==> src/rtl/decoder_scan.sv <==
// decoder_scan: a registered N-to-2^N one-hot decoder with selectable output
// polarity, an active-low enable and an auto-scan mode.
//
// In direct mode the index i_w is decoded onto o_y with one cycle of latency.
// In scan mode a prescaler counts DIV clock cycles per step. At the end of
// each step the index advances by one, wrapping from 2^N-1 back to 0, so a
// single instance can drive multiplexed digit or row selects.
//
// Ports:
//   i_clk    rising-edge clock
//   i_rst    asynchronous, active-high reset
//   i_w      [N-1:0]    index to decode in direct mode
//   i_s      output polarity: 1 = active-high one-hot, 0 = active-low one-cold
//   i_en_n   active-low enable: 0 = enabled, 1 = disabled
//   i_mode   0 = direct decode of i_w, 1 = auto-scan
//   o_y      [2^N-1:0]  registered decoded lines; bit i corresponds to index i
//   o_idx    [N-1:0]    registered index currently shown on o_y
//   o_tick   registered one-cycle pulse marking a scan advance
module decoder_scan #(
  parameter int N   = 2,
  parameter int DIV = 4
) (
  input  logic               i_clk,
  input  logic               i_rst,
  input  logic [N-1:0]       i_w,
  input  logic               i_s,
  input  logic               i_en_n,
  input  logic               i_mode,
  output logic [(1<<N)-1:0]  o_y,
  output logic [N-1:0]       o_idx,
  output logic               o_tick
);

  localparam int W  = 1 << N;
  // The prescaler is always at least one bit wide, so DIV=1 still has a counter.
  localparam int PW = (DIV > 1) ? $clog2(DIV) : 1;
  localparam logic [PW-1:0] PC_LAST = PW'(DIV - 1);

  typedef enum logic [1:0] {
    ST_OFF    = 2'd0,
    ST_DIRECT = 2'd1,
    ST_SCAN   = 2'd2
  } state_t;

  state_t          r_state;
  state_t          w_state_nxt;
  logic [PW-1:0]   r_pc;
  logic [PW-1:0]   w_pc_nxt;
  logic [N-1:0]    r_idx;
  logic [N-1:0]    w_idx_nxt;
  logic [W-1:0]    r_y;
  logic [W-1:0]    w_y_nxt;
  logic            r_tick;
  logic            w_tick_nxt;

  // Active pattern for index i: one-hot when s=1, one-cold when s=0.
  function automatic logic [W-1:0] pat(input logic [N-1:0] i, input logic s);
    logic [W-1:0] oh;
    oh    = {W{1'b0}};
    oh[i] = 1'b1;
    return s ? oh : ~oh;
  endfunction

  // Pattern with no line active: all zeros when s=1, all ones when s=0.
  function automatic logic [W-1:0] inactive(input logic s);
    return s ? {W{1'b0}} : {W{1'b1}};
  endfunction

  // Next-state and next-output logic. The action taken at an edge follows the
  // state being entered, so the enable and mode inputs override a due advance.
  always_comb begin
    w_state_nxt = r_state;
    w_pc_nxt    = r_pc;
    w_idx_nxt   = r_idx;
    w_y_nxt     = r_y;
    w_tick_nxt  = 1'b0;

    if (i_en_n) begin
      w_state_nxt = ST_OFF;
    end else if (i_mode) begin
      w_state_nxt = ST_SCAN;
    end else begin
      w_state_nxt = ST_DIRECT;
    end

    case (w_state_nxt)
      ST_OFF: begin
        // The index and prescaler hold. Only the polarity of the blank pattern can change.
        w_y_nxt = inactive(i_s);
      end
      ST_DIRECT: begin
        w_idx_nxt = i_w;
        w_y_nxt   = pat(i_w, i_s);
        w_pc_nxt  = {PW{1'b0}};
      end
      ST_SCAN: begin
        if (r_state != ST_SCAN) begin
          // The entry edge restarts the step count. Any partial count is discarded and no advance occurs.
          w_pc_nxt = {PW{1'b0}};
        end else if (r_pc == PC_LAST) begin
          w_pc_nxt   = {PW{1'b0}};
          w_idx_nxt  = r_idx + N'(1);
          w_tick_nxt = 1'b1;
        end else begin
          w_pc_nxt = r_pc + PW'(1);
        end
        // Decode from the new index so that o_y and o_idx always agree.
        w_y_nxt = pat(w_idx_nxt, i_s);
      end
      default: begin
        w_y_nxt = inactive(i_s);
      end
    endcase
  end

  // State, prescaler and output registers. Reset clears all of them immediately.
  always_ff @(posedge i_clk or posedge i_rst) begin
    if (i_rst) begin
      r_state <= ST_OFF;
      r_pc    <= {PW{1'b0}};
      r_idx   <= {N{1'b0}};
      r_y     <= {W{1'b0}};
      r_tick  <= 1'b0;
    end else begin
      r_state <= w_state_nxt;
      r_pc    <= w_pc_nxt;
      r_idx   <= w_idx_nxt;
      r_y     <= w_y_nxt;
      r_tick  <= w_tick_nxt;
    end
  end

  assign o_y    = r_y;
  assign o_idx  = r_idx;
  assign o_tick = r_tick;

endmodule
==> config.mk <==
export PLATFORM = sky130hd
export DESIGN_NAME = decoder_scan
export DESIGN_NICKNAME = d
export VERILOG_FILES = /design/src/rtl/decoder_scan.sv
export SDC_FILE = /design/constraint.sdc
export NUM_CORES = 1
export LEC_CHECK = 0
export CORE_MARGIN = 3
export CORE_UTILIZATION = 35
export CTS_CLUSTER_DIAMETER = 80
export DETAILED_ROUTE_END_ITERATION = 8
export PLACE_DENSITY = 0.66
export SYNTH_ARGS = -nofsm -noshare
export SYNTH_HDL_FRONTEND = slang
export SYNTH_SLANG_ARGS = --single-unit
==> constraint.sdc <==
create_clock -name i_clk -period 1.3 [get_ports i_clk]
set_input_delay 0.13 -clock i_clk [delete_from_list [all_inputs] [get_ports i_clk]]
set_output_delay 0.13 -clock i_clk [all_outputs]
set_load 0.1 [all_outputs]
# Word-level counts from Yosys, hierarchy flattened
# Cells that the tools add are included.
dict set report word_totals {
  register_bits 11
  inputBits 7
  out_inout_bits 7
  elab_cells 40
}
dict set report classes {
  addsub 2
  order_cmp 4
  n_eq_ne 4
  n_mux 20
  bitwise_logic 2
  reduce_logical 3
}
# operator n
set ops {}
lappend ops {{2-bit two-way mux} 7}
lappend ops {{4-bit two-way mux} 3}
lappend ops {{4-bit NOT} 2}
lappend ops {{2-bit case mux with 2 select lines} 2}
lappend ops {{4-bit case mux with 2 select lines} 1}
lappend ops {{2-bit by 3-bit less-than comparator with 1-bit output (second input constant)} 2}
lappend ops {{1-bit two-way mux} 5}
lappend ops {{2-bit by 1-bit adder with 2-bit output (second input constant)} 2}
lappend ops {{1-bit demux with 2-bit select} 2}
lappend ops {{2-bit equality test (second input constant)} 2}
lappend ops {{2-bit by 1-bit >= comparator with 1-bit output (second input constant)} 2}
lappend ops {{2-bit by 1-bit equality test with 1-bit output (second input constant)} 1}
lappend ops {{1-bit logical AND} 2}
lappend ops {{2-bit != test (second input constant)} 1}
lappend ops {{2-bit nonzero test} 1}

# Depth between registers and ports, before layout
dict set report depth {
  word_depth 11
  ltp_mapped 5
  ltp_nobuf 5
}

# Least setup slack after synthesis
# Ideal clock, no wire load.
dict set report synth_path {
  kind {flip-flop to flip-flop}
  startpoint {register r_idx[1] (netlist: o_idx[1])}
  endpoint {register r_y[3] (netlist: o_y[3])}
  setup_ps 125
  arrival_time_ps 1848
  required_ps 1175
  path_slack_ps -673
  path_stages_with_launch 5
  path_buffers 1
  synth_period_minus_slack_ps 1973
  cell_sequence {dfrtp_1 > clkbuf_1 > or3b_1 > a31oi_1 > nor3b_2}
}
dict set report synth_via {
  elab_chain_cells 11
  word_cells_on_any_way 12
  classes_between {1 x add/sub; 2 x order compare; 7 x mux; 1 x bitwise; 1 x reduce/logical}
}
# element line_no
set synth_rtl {}
lappend synth_rtl {{from (decl)} 49} ;# logic [N-1:0] r_idx;
lappend synth_rtl {{from (signal assigned)} 121} ;# r_idx <= {N{1'b0}};
lappend synth_rtl {{from (signal assigned)} 127} ;# r_idx <= w_idx_nxt;
lappend synth_rtl {{2-bit by 1-bit adder with 2-bit output} 102} ;# w_idx_nxt = r_idx + N'(1);
lappend synth_rtl {{2-bit two-way mux} 100} ;# end else if (r_pc == PC_LAST) begin
lappend synth_rtl {{2-bit two-way mux *} 97} ;# if (r_state != ST_SCAN) begin
lappend synth_rtl {{2-bit two-way mux *} 86} ;# case (w_state_nxt)
lappend synth_rtl {{2-bit by 3-bit less-than comparator with 1-bit output (implied by the code) / 2-bit by 1-bit >= comparator with 1-bit output (equally long branches)} 60} ;# oh[i] = 1'b1;
lappend synth_rtl {{1-bit logical AND (implied by the code)} 60}
lappend synth_rtl {{1-bit two-way mux (implied by the code)} 60}
lappend synth_rtl {{1-bit demux with 2-bit select *} 60}
lappend synth_rtl {{4-bit NOT} 61} ;# return s ? oh : ~oh;
lappend synth_rtl {{4-bit two-way mux *} 61}
lappend synth_rtl {{4-bit case mux with 2 select lines *} 86}
lappend synth_rtl {{named net w_y_nxt[3]} 52} ;# logic [W-1:0] w_y_nxt;
lappend synth_rtl {{to (signal assigned)} 122} ;# r_y <= {W{1'b0}};
lappend synth_rtl {{to (signal assigned)} 128} ;# r_y <= w_y_nxt;
lappend synth_rtl {{to (decl)} 51} ;# logic [W-1:0] r_y;
# Mark *: on every way through the listed nets, which the timed path passes. The rest lies on a longest branch. The select of a mux whose other input is x is not followed.
# A chain may end at the register's enable or synchronous reset.

# Worst setup path in the final report
dict set report layout_path {
  startpoint {register r_pc[0]}
  endpoint {register r_y[1] (netlist: o_y[1])}
}
dict set report layout_via {
  elab_chain_cells 11
  word_cells_on_any_way 12
  classes_between {2 x order compare; 1 x eq/ne; 7 x mux; 1 x bitwise; 1 x reduce/logical}
}
# element line_no
set layout_rtl {}
lappend layout_rtl {{from (decl)} 47} ;# logic [PW-1:0] r_pc;
lappend layout_rtl {{from (signal assigned)} 120} ;# r_pc <= {PW{1'b0}};
lappend layout_rtl {{from (signal assigned)} 126} ;# r_pc <= w_pc_nxt;
lappend layout_rtl {{2-bit equality test *} 100}
lappend layout_rtl {{2-bit two-way mux *} 100}
lappend layout_rtl {{2-bit two-way mux *} 97}
lappend layout_rtl {{2-bit two-way mux *} 86}
lappend layout_rtl {{2-bit by 3-bit less-than comparator with 1-bit output (implied by the code) / 2-bit by 1-bit >= comparator with 1-bit output (equally long branches)} 60}
lappend layout_rtl {{1-bit logical AND (implied by the code)} 60}
lappend layout_rtl {{1-bit two-way mux (implied by the code)} 60}
lappend layout_rtl {{1-bit demux with 2-bit select *} 60}
lappend layout_rtl {{4-bit NOT} 61}
lappend layout_rtl {{4-bit two-way mux *} 61}
lappend layout_rtl {{4-bit case mux with 2 select lines *} 86}
lappend layout_rtl {{named net w_y_nxt[1]} 52}
# Marks and branches as above.

==> key figures <==
Power and ir drop
  – VDD IR max: 0.405 mV
  – Pleak: 0.483 nW
  – Design Power: 1.11 mW
  – Power per Cell Area: 994 mW/mm^2

Clock tree
  – Max Root-Sink Buffers: 2
  – H-tree depth: 1
  – Clock latency on the worst-skew pair: 0.27 ns
  – CTS root buf: clkbuf_4
  – CTS buffer count: 3
  – Clock sinks: 11
  – Hold-fix buffers at CTS: 0
  – CTS clock-pin slew for the worst setup and hold paths: 0.08 ns
  – CTS tree: built

Layout
  – Design area: 0.00112 sq mm
  – Layout cells sized above 1: 0.420
  – N_diodes: 0
  – Final #Nets: 110
  – Fill count: 168
  – Synth-to-Final Area Change: 59.9%
  – Layout Cells excl Fill: 125

STA
  – Slew margin rel.: 0.706
  – Fmax: 0.679 GHz
  – Final WS setup: -0.173 ns
  – # setup viols final: 5
  – Period utilization: 1.13
  – Final worst path period need: 1.47 ns
  – RSZ-0062 raised after global routing: yes
  – Measured slew at the worst slew-check pin: 0.441 ns
  – Setup Skew: 0.00411 ns
  – Final hold vios: 0
  – Slew Limit Fails: 0

Placement
  – Port bufs: 13
  – DP HPWL: 1320 um
  – DP Cell Count: 119
  – Placer congestion estimate: 0.875
  – DP Area: 0.00103 sq mm

Routing
  – Wire per inst: 14.2 um
  – DR vias/cell: 5.12
  – Via count: 640
  – Iteration-0 DRC Markers: 6
  – Drt total wl: 1770 um
  – Drt drc: 0
  – Routed Antenna Nets: 0
  – First-pass iteration count of the detailed router: 4

Logic synthesis
  – Main area contributors after synthesis: dfrtp_1 (39%), xor2_1 (5.0%), ha_1 (3.6%), nor2b_1 (3.6%), o21ai_0 (3.6%)
  – Instance count of the mapped netlist: 71
  – Post-synth EDFFs: 0
  – Ys Warns: 0
  – Fraction of registers with async set/reset: 1.00
  – Main synth FF type: dfrtp_1
  – Yosys cell types: 34
  – Seq/Total Area, Yosys: 0.394
  – Syn Nets: 80
  – Share of the synthesized area in the top cell type: 0.394
  – Most frequent cell after synthesis: dfrtp_1
  – Post-synthesis instance area: 698 sq um
  – Area leader, netlist: dfrtp_1
  – Synth top cells by count: dfrtp_1 (11), o21ai_0 (5), nand2_1 (4), nor2b_1 (4), xor2_1 (4)
  – Syn_area_per_cell: 9.83 sq um
  – #FFs+latches synth: 11

GRT
  – Grt met1 use: 0.196
  – GRT Overall Usage: 0.149
  – Number of antenna violations at the first check in global routing: 0
  – First-pass GRT wire length: 2780 um
  – GRT met2 Usage: 0.235
  – Met3 Track Usage GR: 0.0178
  – Vias in the first global route: 603
  – Largest net degree at the start of global routing: 12
  – Grt total ovfl: 0
  – Top Usage Layer GRT: met2

Critical path
  – Cell family with most CP delay: simple AND/OR/NAND/NOR gates
  – Slowest CP cell: dfrtp_2
  – Worst flop-to-flop path startpoint: r_pc[0]
  – Worst setup path startpoint: r_pc[0]
  – Worst path max stage delay: 0.42 ns
  – Register-to-Register Path Depth: 5
  – Critical path buffer and inverter count: 0
  – Reg2Reg Setup Slack: -0.17 ns
  – Crit Path Class: reg2reg
  – CP max FO: 4
  – RR Endpoint: o_y[1]
  – Arr. time, crit path: 1.64 ns
  – CP startpoint kind: flop
  – Required time worst endpoint: 1.46 ns
  – Critical Path, Cell by Cell: ha_4 > nand3b_4 > or3_4 > a31oi_1 > nor3_2
  – Critical Path End Type: flop
  – Levels on crit path: 5

Die
  – Die area: 0.00257 sq mm
  – Cell Rows: 15
  – IO Pins: 14
  – Die W: 50.7 um
  – Die Ht: 50.7 um
  – Initial Utilization: 0.388
  – Core ar.: 0.00180 sq mm

Worst hold path
  – Min-Delay Path Class: in2async

Flow run
  – Max-capacitance violation count: 0

Status
  – Failing checks: setup timing
  – Status: complete, but fails checks
## cell families (layout without fill, tap and decap cells)
group                      count (synthesis)  after routing  synth area share
and+or+nand+nor                           28             28             0.285
AOI/OAI and AO/OA                         17             17             0.167
DFF                                       11             11             0.394
buffers and inverters                      7             36            0.0412
xor gates and xnor gates                   5              5            0.0627
adders and majority gates                  2              2            0.0358
muxes                                      1              1            0.0143
## placed cells by master (no fill, tap or decap), types with 2 or more instances in the layout
cell and count:
a21oi_1 2, a31oi_1 2, a32oi_1 2, buf_12 7, buf_4 17, clkbuf_4 3, clkdlybuf4s50_1 6, dfrtp_1 7
dfrtp_2 2, dfrtp_4 2, ha_4 2, inv_1 2, nand2_1 4, nand2b_1 2, nand3_1 2, nand4b_1 2
nor2_1 3, nor2b_1 4, nor3_2 2, o21ai_0 4, xor2_1 4
## through the flow
stage | setup slack (ns) | hold slack [ns] | setup TNS, ns | util
floorplan | -0.246 | -0.0175 | -1.01 | -
global placement | -0.187 | 0.461 | -0.743 | 0.571
detailed placement | -0.231 | 0.462 | -0.840 | 0.571
CTS | -0.181 | 0.165 | -0.840 | 0.598
global route | -0.224 | 0.186 | -1.03 | 0.619
finish | -0.173 | 0.148 | -0.657 | 0.619
## power by group
group,switching [mW],total (mW),leakage [nW],internal [mW]
registers,0.0384,0.413,0.132,0.375
logic,0.263,0.452,0.336,0.189
clock network,0.125,0.244,0.0150,0.119
## state kept, by name, summed over array words and instances, names as in the netlist
| name | cells |
|---|---|
| o_tick | 1 |
| r_state | 2 |
| o_idx | 2 |
| o_y | 4 |
| r_pc | 2 |
## layout make-up
cell class | instances | area [sq um] | area share
Sequential cell | 11 | 285 | 0.256
Timing Repair Buffer | 30 | 328 | 0.294
Multi-Input combinational cell | 53 | 438 | 0.392
Tap cell | 25 | 31.3 | 0.0280
Clock buffer | 4 | 26.3 | 0.0235
Inverter | 2 | 7.51 | 0.00673
## worst reg2reg max path: stages, from the launching register on
cell	delay [ns]
dfrtp_2	0.42
ha_4	0.18
nand3b_4	0.10
or3_4	0.40
a31oi_1	0.20
nor3_2	0.06
## how the worst max path moves through the flow
stage	endpoint	slack (ns)
after CTS	o_y[0]	-0.18
final	o_y[1]	-0.17
after detailed placement	o_y[1]	-0.23
after floorplan	o_y[3]	-0.25
after global placement	o_y[1]	-0.19
after global routing	o_y[1]	-0.22
## routing by layer
metal  wire (um)  part of all wire  up-vias
li1            -                 -      321
met1         836              0.47      300
met2         847              0.48       15
met3          50             0.028        4
met4          37             0.021        0
met5           0                 0        -
## timing repair
action | 4_1_cts | 5_1_grt
setup endpoints to repair | 5 | 5
pin swaps | 4 | 3
cloned | 0 | 0
resized for setup | 3 | 7
buffers inserted | 1 | 1
Power figures use the tool's default switching activity.
